--- src/rtl/guineveer_uart_rx_monitor_if.sv ---
// Byte stream from the UART monitor FIFO to its consumer.
interface guineveer_uart_rx_monitor_if #(
   parameter int unsigned FIFO_DEPTH = 8
);
   localparam int unsigned LW = $clog2(FIFO_DEPTH) + 1;

   logic [7:0]    data_o;
   logic          valid_o;
   logic          ready_i;
   logic [LW-1:0] level_o;

   modport master (output data_o, output valid_o, output level_o, input ready_i);
   modport slave  (input data_o, input valid_o, input level_o, output ready_i);
endinterface

--- src/rtl/guineveer_uart_rx_monitor.sv ---
// Bench-side 8N1 UART receiver with byte FIFO, framing/overflow flags.
// Optional GUINEVEER_UART_RX_EOT_EN adds a sticky eot_o set on a received 8'h04.
module guineveer_uart_rx_monitor #(
   parameter int unsigned CLKS_PER_BIT = 289,
   parameter int unsigned FIFO_DEPTH   = 8
) (
   input  logic clk_i,
   input  logic rst_ni,
   input  logic rx_i,
   input  logic clr_i,
   output logic frame_err_o,
   output logic overflow_o,
   guineveer_uart_rx_monitor_if.master out
`ifdef GUINEVEER_UART_RX_EOT_EN
   ,
   output logic eot_o
`endif
);
   localparam int unsigned TW = $clog2(CLKS_PER_BIT);
   localparam int unsigned AW = $clog2(FIFO_DEPTH);
   localparam int unsigned LW = AW + 1;
   localparam logic [TW-1:0] HALF   = TW'(CLKS_PER_BIT / 2 - 1);
   localparam logic [TW-1:0] RELOAD = TW'(CLKS_PER_BIT - 1);

   typedef enum logic [2:0] {S_IDLE, S_START, S_DATA, S_STOP, S_BREAK} state_t;

   logic          rx_q1, rx_q2;
   state_t        state;
   logic [TW-1:0] timer;
   logic [2:0]    idx;
   logic [7:0]    shreg;
   logic          tick_c, push_c;

   always_ff @(posedge clk_i or negedge rst_ni) begin
      if (!rst_ni) begin
         rx_q1 <= 1'b1;
         rx_q2 <= 1'b1;
      end else begin
         rx_q1 <= rx_i;
         rx_q2 <= rx_q1;
      end
   end

   assign tick_c = (timer == '0);
   assign push_c = (state == S_STOP) && tick_c && rx_q2;

   // Receive FSM; all sampling at mid-bit on the synchronized line
   always_ff @(posedge clk_i or negedge rst_ni) begin
      if (!rst_ni) begin
         state       <= S_IDLE;
         timer       <= '0;
         idx         <= '0;
         shreg       <= '0;
         frame_err_o <= 1'b0;
      end else begin
         frame_err_o <= 1'b0;
         case (state)
            S_IDLE: begin
               if (!rx_q2) begin
                  state <= S_START;
                  timer <= HALF;
               end
            end
            S_START: begin
               if (tick_c) begin
                  if (!rx_q2) begin
                     state <= S_DATA;
                     idx   <= '0;
                     timer <= RELOAD;
                  end else begin
                     state <= S_IDLE;
                  end
               end else begin
                  timer <= timer - TW'(1);
               end
            end
            S_DATA: begin
               if (tick_c) begin
                  shreg[idx] <= rx_q2;
                  timer      <= RELOAD;
                  if (idx == 3'd7) state <= S_STOP;
                  else             idx   <= idx + 3'd1;
               end else begin
                  timer <= timer - TW'(1);
               end
            end
            S_STOP: begin
               if (tick_c) begin
                  if (rx_q2) begin
                     state <= S_IDLE;
                  end else begin
                     frame_err_o <= 1'b1;
                     state       <= S_BREAK;
                  end
               end else begin
                  timer <= timer - TW'(1);
               end
            end
            S_BREAK: begin
               if (rx_q2) state <= S_IDLE;
            end
            default: state <= S_IDLE;
         endcase
      end
   end

   logic [7:0]    mem [FIFO_DEPTH];
   logic [AW:0]   wr_ptr, rd_ptr;
   logic          pop_c, full_c, push_ok_c, drop_c;
   logic [AW:0]   wr_nxt_c, rd_nxt_c;
   logic [LW-1:0] level_nxt_c;
   logic [7:0]    head_c;

   assign pop_c       = out.valid_o & out.ready_i;
   assign full_c      = (out.level_o == LW'(FIFO_DEPTH));
   assign push_ok_c   = push_c & (~full_c | pop_c);
   assign drop_c      = push_c & full_c & ~pop_c;
   assign wr_nxt_c    = wr_ptr + LW'(push_ok_c);
   assign rd_nxt_c    = rd_ptr + LW'(pop_c);
   assign level_nxt_c = wr_nxt_c - rd_nxt_c;
   // A byte pushed into an (effectively) empty FIFO becomes the head directly
   assign head_c = (push_ok_c && (rd_nxt_c == wr_ptr)) ? shreg : mem[rd_nxt_c[AW-1:0]];

   always_ff @(posedge clk_i) begin
      if (push_ok_c) mem[wr_ptr[AW-1:0]] <= shreg;
   end

   always_ff @(posedge clk_i or negedge rst_ni) begin
      if (!rst_ni) begin
         wr_ptr      <= '0;
         rd_ptr      <= '0;
         out.level_o <= '0;
         out.valid_o <= 1'b0;
         out.data_o  <= '0;
         overflow_o  <= 1'b0;
      end else begin
         wr_ptr      <= wr_nxt_c;
         rd_ptr      <= rd_nxt_c;
         out.level_o <= level_nxt_c;
         out.valid_o <= (level_nxt_c != '0);
         if (level_nxt_c != '0) out.data_o <= head_c;
         if (drop_c)     overflow_o <= 1'b1;
         else if (clr_i) overflow_o <= 1'b0;
      end
   end

`ifdef GUINEVEER_UART_RX_EOT_EN
   always_ff @(posedge clk_i or negedge rst_ni) begin
      if (!rst_ni)                          eot_o <= 1'b0;
      else if (push_c && shreg == 8'h04)    eot_o <= 1'b1;
   end
`endif

endmodule

--- src/flat_wrapper.sv ---
// flat-port wrapper written by rule: the top's interface ports become plain ports
module guineveer_uart_rx_monitor_flat 
#(
   parameter int unsigned CLKS_PER_BIT = 289,
   parameter int unsigned FIFO_DEPTH   = 8
)
  (clk_i, rst_ni, rx_i, clr_i, frame_err_o, overflow_o, out_data_o, out_valid_o, out_level_o, out_ready_i);
  guineveer_uart_rx_monitor_if #(.FIFO_DEPTH(FIFO_DEPTH)) out_i ();
  input  logic clk_i;
  input  logic rst_ni;
  input  logic rx_i;
  input  logic clr_i;
  output logic frame_err_o;
  output logic overflow_o;
  output wire logic [$bits(out_i.data_o)-1:0] out_data_o;
  output wire logic [$bits(out_i.valid_o)-1:0] out_valid_o;
  output wire logic [$bits(out_i.level_o)-1:0] out_level_o;
  input wire logic [$bits(out_i.ready_i)-1:0] out_ready_i;
  assign out_data_o = out_i.data_o;
  assign out_valid_o = out_i.valid_o;
  assign out_level_o = out_i.level_o;
  assign out_i.ready_i = out_ready_i;
  guineveer_uart_rx_monitor #(.CLKS_PER_BIT(CLKS_PER_BIT), .FIFO_DEPTH(FIFO_DEPTH)) u_core (.clk_i(clk_i), .rst_ni(rst_ni), .rx_i(rx_i), .clr_i(clr_i), .frame_err_o(frame_err_o), .overflow_o(overflow_o), .out(out_i));
endmodule
--- config.mk ---
export PLATFORM = sky130hd
export DESIGN_NAME = guineveer_uart_rx_monitor_flat
export DESIGN_NICKNAME = d
export VERILOG_FILES = /design/src/rtl/guineveer_uart_rx_monitor_if.sv /design/src/rtl/guineveer_uart_rx_monitor.sv /design/src/flat_wrapper.sv
export SDC_FILE = /design/constraint.sdc
export NUM_CORES = 1
export LEC_CHECK = 0
export ABC_AREA = 1
export BUFFER_PORTS_ARGS = -buffer_cell sky130_fd_sc_hd__clkbuf_2
export CAP_MARGIN = 5
export CORE_MARGIN = 8
export CORE_UTILIZATION = 45
export CTS_CLUSTER_DIAMETER = 40
export DETAILED_ROUTE_END_ITERATION = 10
export SLEW_MARGIN = 20
export SYNTH_ARGS = -nofsm -noshare
export SYNTH_HDL_FRONTEND = slang
export SYNTH_SLANG_ARGS = --single-unit
export TNS_END_PERCENT = 10
--- constraint.sdc ---
create_clock -name clk_i -period 5.43 [get_ports clk_i]
set_input_delay 0.543 -clock clk_i [delete_from_list [all_inputs] [get_ports clk_i]]
set_output_delay 0.543 -clock clk_i [all_outputs]
set_load 0.005 [all_outputs]
After elaboration in Yosys (flattened, before gate mapping)
Memories as Yosys holds them, arrays and structs flattened.
Index checks and enable logic that the tools add are counted.
- memories: 1
- output and inout bits: 15
- register bits: 48
- input bits: 5
- RAM bits: 64
- memory list (memory ; depth ; width ; rd ports ; clocked after memory_dff ; wr ports ; RTL line ; RTL):
    u_core.mem ; 8 ; 8 ; 1 ; 0 ; 1 ; guineveer_uart_rx_monitor.sv:107 ; logic [7:0] mem [FIFO_DEPTH];
- bitwise gates (word level): 7
- reductions and logical operators: 14
- add/sub/neg operators: 5
- multiplexer cells: 31
- eq/ne operators: 17
- order comparisons: 2
- operators by type and width (cell ; number):
    9-bit two-way mux ; 5
    9-bit one-hot mux with 4 select lines ; 1
    3-bit two-way mux ; 11
    3-bit one-hot mux with 5 select lines ; 1
    2-bit by 1-bit inequality test with 1-bit output (second input constant) ; 5
    9-bit logical NOT ; 1
    9-bit by 1-bit subtractor with 9-bit output (second input constant) ; 1
    4-bit by 1-bit adder with 4-bit output ; 2
    8-bit bitwise mux ; 1
    1-bit two-way mux ; 8
    8-bit two-way mux ; 1
    2-bit inequality test (second input constant) ; 4
    4-bit nonzero test ; 2
    3-bit by 2-bit == test with 1-bit output (second input constant) ; 2
    3-bit == test (second input constant) ; 2
    3-bit one-hot mux with 2 select lines ; 1
    6-bit AND reduction ; 1
    5-bit AND reduction ; 1
    1-bit bitwise AND ; 4
    4-bit == test ; 1
    4-bit == test (second input constant) ; 1
    1-bit logical AND ; 4
    3-bit by 4-bit less-than comparator with 1-bit output (second input constant) ; 1
    4-bit AND reduction ; 1
    12 further kinds ; 14

Depth between registers and ports, before layout
- depth in word-level cells: 7
- mapped depth: 22
- depth with buffers taken out: 20

Worst setup path before layout
OpenSTA, ideal clock, no wires.
- path type: register to register
- start point: register u_core.timer[0]
- end point: register u_core.out.data_o[0]
- setup slack: 2.228 ns
- setup time: 0.119 ns
- arrival: 3.084 ns
- stages on the path, launching flop included: 20
- path buffers: 1
- clock period less this slack: 3.202 ns
- path through: dfrtp_1 inv_1 ha_1 inv_1 nor2_1 nand2_2 nor2_8 nand3_4 nor2_4 buf_6 ha_1 inv_1 ha_1 inv_1 fa_1 xor2_1 nor3_2 nand3_2 nand3_1 nand2_1
- cells in the longest elaborated chain, start to end: 7
- elaborated cells between the ends (all ways): 9
- those cells by class: add/sub (2); mux (1); bitwise (1); reduce/logical (5)
- ends and longest elaborated chain (what ; RTL line ; RTL):
    start, declared ; guineveer_uart_rx_monitor.sv:29 ; logic [TW-1:0] timer;
    start signal, assigned ; guineveer_uart_rx_monitor.sv:74 ; timer <= timer - TW'(1);
    start signal, assigned ; guineveer_uart_rx_monitor.sv:84 ; timer <= timer - TW'(1);
    start signal, assigned ; guineveer_uart_rx_monitor.sv:96 ; timer <= timer - TW'(1);
    9-bit logical NOT ; guineveer_uart_rx_monitor.sv:44 ; assign tick_c = (timer == '0);
    1-bit logical AND (2 in a row) ; guineveer_uart_rx_monitor.sv:45 ; assign push_c = (state == S_STOP) && tick_c && rx_q2;
    1-bit bitwise AND ; guineveer_uart_rx_monitor.sv:116 ; assign push_ok_c = push_c & (~full_c | pop_c);
    4-bit by 1-bit adder with 4-bit output ; guineveer_uart_rx_monitor.sv:118 ; assign wr_nxt_c = wr_ptr + LW'(push_ok_c);
    via u_core.wr_nxt_c[0] ; guineveer_uart_rx_monitor.sv:110 ; logic [AW:0] wr_nxt_c, rd_nxt_c;
    4-bit subtractor ; guineveer_uart_rx_monitor.sv:120 ; assign level_nxt_c = wr_nxt_c - rd_nxt_c;
    via u_core.level_nxt_c[2] ; guineveer_uart_rx_monitor.sv:111 ; logic [LW-1:0] level_nxt_c;
    4-bit nonzero test ; guineveer_uart_rx_monitor.sv:141 ; if (level_nxt_c != '0) out.data_o <= head_c;
    end signal, assigned ; guineveer_uart_rx_monitor.sv:134 ; out.data_o <= '0;
    end signal, assigned ; guineveer_uart_rx_monitor.sv:141 ;
    end, declared ; guineveer_uart_rx_monitor_if.sv:12 ; modport master (output data_o, output valid_o, output level_o, input ready_i);
The timed path passes the listed nets, and every way through them passes these cells.
A chain may end at the register's enable or synchronous reset.

Worst setup path after layout
- start point: register u_core.timer[0]
- end point: register u_core.out.data_o[2]
Same word-level chain as after synthesis.

==> metrics.md <==
| Metric | Value |
|---|---|
| Die H | `123.7 um` |
| Largest family of logic cells by synthesized area | `simple AND/OR/NAND/NOR gates` |
| Commonest cells in the netlist | `121 x nand2_1, 64 x edfxtp_1, 59 x nor2_1, 47 x nand3_1, 46 x dfrtp_1` |
| Die ar. | `15310 um^2` |
| PostCTS Resize Cnt | `0` |
| Syn Inst Count | `522` |
| Max_cap viols | `0` |
| Yosys warnings | `0` |
| R2r endpoint | `u_core.out.data_o[2]` |
| WP buf/inv | `4` |
| Final Cycle Share | `0.6909` |
| Skew-Pair Late Insertion Delay | `0.35 ns` |
| Clock-pin slew on the worst setup and hold paths | `0.08 ns` |
| Detailed placement HPWL | `7869 um` |
| # DRC | `0` |
| Post-synthesis compound-gate area fraction | `0.06277` |
| First-pass GRT wire length | `17980 um` |
| R2R cell count | `18` |
| Area growth from synthesis to layout | `9.943%` |
| Post-synthesis mux area share | `0` |
| Synth area leaders | `edfxtp_1 37%, dfrtp_1 22%, nand2_1 8.7%, nand3_1 4.5%, nor2_1 4.2%` |
| FF-to-FF setup slack | `1.68 ns` |
| Fin. Hold Viols | `0` |
| Share of cells above drive strength 1 | `0.1282` |
| R2R Path Start | `u_core.timer[0]` |
| Max-slew headroom | `0.3357` |
| Part of the power in registers | `0.389` |
| Worst-margin pin slew | `0.9903 ns` |
| Most frequent cell after synthesis | `nand2_1` |
| Clk sinks | `112` |
| Worst path cell trace | `inv_1, ha_1, inv_1, nor2_1, nand2_2, nor2_8, nand3_4, nor2_4, ha_1, inv_1, ha_1, inv_1, fa_1, xor2_1, nor3_2, nand3_2, nand3_1, nand2_1` |
| Maximum buffer depth of the clock tree | `2` |
| Dominant cell type by area after synthesis | `edfxtp_1` |
| H-tree levels | `3` |
| Internal power | `1.571 mW` |
| Vias in the first global route | `3480` |
| CTS tree | `done` |
| Critical Path End Type | `flop` |
| CP most frequent cell | `inv_1` |
| Post-synth EDFFs | `64` |
| Count of pins over their slew limit | `0` |
| CP max stage delay | `0.48 ns` |
| Switch share | `0.3901` |
| Antenna cell count | `0` |
| Nets | `558` |
| Top cell type's share of synthesized area | `0.3680` |
| Xor-xnor portion of the synthesized cell area | `0.008385` |
| Vias | `3613` |
| Final Critical Period | `3.752 ns` |
| CORE AREA | `11370 um^2` |
| CTS buffer count | `9` |
| Clock Power Share | `0.250` |
| Final GP Congestion | `0.8190` |
| Peak Freq | `266.5 MHz` |
| VDD IR max | `0.2995 mV` |
| Pin count of the biggest net entering global routing | `49` |
| Pleak | `2.574 nW` |
| First-iteration detailed-routing DRC count | `239` |
| Largest delay share family, worst path | `simple AND/OR/NAND/NOR gates` |
| Hold crit path type | `in -> async` |
| Die X | `123.7 um` |
| WP data arrival | `3.99 ns` |
| Drt total wl | `11150 um` |
| Hold WS | `0.2683 ns` |
| Clock Tree Root | `clkbuf_16` |
| GRT overflow | `0` |
| Crit-path max FO | `13` |
| Final setup skew | `0.01101 ns` |
| Count of different cell masters after synthesis | `38` |
| CTS hold repair buffers | `0` |
| Final ANT Viol Nets | `0` |
| I/O pin count | `20` |
| Initial antenna violation count | `0` |
| Drt pass-1 iters | `4` |
| Endpoints failing setup | `0` |
| Logic pwr share | `0.361` |
| Setup TNS | `0 ns` |
| Synth Area in Simple Gates | `0.2518` |
| Adder-cell share of the synthesized area | `0.03019` |
| Vias per inst | `5.244` |
| WL/cell | `16.18 um` |
| Site row count | `39` |
| Syn_area_per_cell | `10.00 um^2` |
| Post-Syn Area | `5223 um^2` |
| Seq/Total Area, Yosys | `0.5985` |
| Initial Util | `0.4593` |
| Net Count, Synth | `539` |
| Post-CTS setup buffer count | `0` |
| Global-route usage over all layers | `0.1535` |
| Synth Flop Type | `edfxtp_1` |
| Port bufs | `19` |
| CP max stage cell | `nor3_2` |
| Fillers | `1039` |
| CP Class | `reg -> reg` |
| Status | `complete, no violations` |
| Startpoint Class | `flop` |
| Worst Path Required | `5.67 ns` |
| PwrDens | `448.6 nW/um^2` |
| RSZ-0062 raised after global routing | `no` |
| Psw | `1.005 mW` |
| Synth Register Bits | `112` |
| Post-synth ARST share | `0.4286` |
[layout by cell type (no fill, tap or decap), types with 6 or more instances in the layout]
cell,synthesis,final
a21oi_1,12,12
inv_1,40,39
edfxtp_1,64,64
o21ai_0,25,25
dfrtp_1,46,46
nor2_1,59,59
nand4_1,13,13
nor3_1,9,8
ha_1,11,11
nand2_1,121,121
o211ai_1,9,9
clkbuf_16,0,9
inv_2,6,6
nand3_1,47,47
clkbuf_2,1,19
[stage by stage]
| step | setup slack, ns | std cells | utilization | total power, mW | instance area [um^2] |
|---|---|---|---|---|---|
| 6_report | 1.678 | 689 | 0.5050 | 2.576 | 5742 |
| 5_1_grt | 1.355 | 689 | 0.5050 | 2.750 | 5742 |
| 4_1_cts | 1.677 | 689 | 0.5050 | 2.593 | 5742 |
| 3_5_place_dp | 1.666 | 673 | 0.4795 | 1.953 | 5451 |
| 3_3_place_gp | 1.890 | 673 | 0.4790 | 1.929 | 5446 |
| 2_1_floorplan | 2.228 | 522 | - | 1.670 | 5223 |
[kinds of logic (layout without fill, tap and decap cells)]
group / Yosys count / in the layout
adder cells (fa/ha/maj): 12 / 12
buffers and inverters: 61 / 85
XOR/XNOR: 5 / 5
AO/OA/AOI/OAI: 56 / 56
AND/OR/NAND/NOR: 276 / 276
flip-flops: 112 / 112
[power by group through the flow]
stage	Combinational [mW]	Clock (mW)	Sequential (mW)
2_1_floorplan	0.660	0	1.01
3_3_place_gp	0.913	0	1.02
3_5_place_dp	0.938	0	1.01
4_1_cts	0.939	0.653	1.00
5_1_grt	1.05	0.687	1.01
6_report	0.931	0.644	1.00
[cell type report]
class | instances | area (um^2) | share of cell area
inverter | 46 | 172.7 | 0.03007
timing repair buffer | 23 | 125.1 | 0.02179
clock buffer | 9 | 225.2 | 0.03922
multi-input combinational | 349 | 1849 | 0.3221
tap | 143 | 178.9 | 0.03116
clock inverter | 7 | 65.06 | 0.01133
sequential | 112 | 3126 | 0.5443
[sequential cells by signal (all words and copies together), names as in the netlist]
register            flops
u_core.mem             64
u_core.timer            9
u_core.out.data_o       8
u_core.shreg            8
u_core.out.level_o      4
u_core.rd_ptr           4
u_core.wr_ptr           4
u_core.idx              3
u_core.state            3
u_core.frame_err_o      1
u_core.out.valid_o      1
u_core.overflow_o       1
u_core.rx_q1            1
u_core.rx_q2            1
[worst max-delay path by stage]
| stage | startpoint | to | slack (ns) | cells after the start |
|---|---|---|---|---|
| finish | u_core.timer[0] | u_core.out.data_o[2] | 1.68 | 18 |
| global route | u_core.timer[0] | u_core.out.data_o[2] | 1.35 | 15 |
| CTS | u_core.timer[0] | u_core.out.data_o[2] | 1.68 | 18 |
| detailed placement | u_core.timer[0] | u_core.out.data_o[2] | 1.67 | 18 |
| global placement | u_core.timer[0] | u_core.out.data_o[2] | 1.89 | 18 |
| floorplan | u_core.timer[0] | u_core.out.data_o[0] | 2.23 | 19 |
[metal layers]
metal	vias to the layer above	track usage	share of wire
met5	-	0	0
met4	0	0.05192	0.0096
met3	10	0.02901	0.034
met2	69	0.2360	0.46
met1	1730	0.2143	0.50
li1	1804	-	-
(Power assumes the default switching activity.)
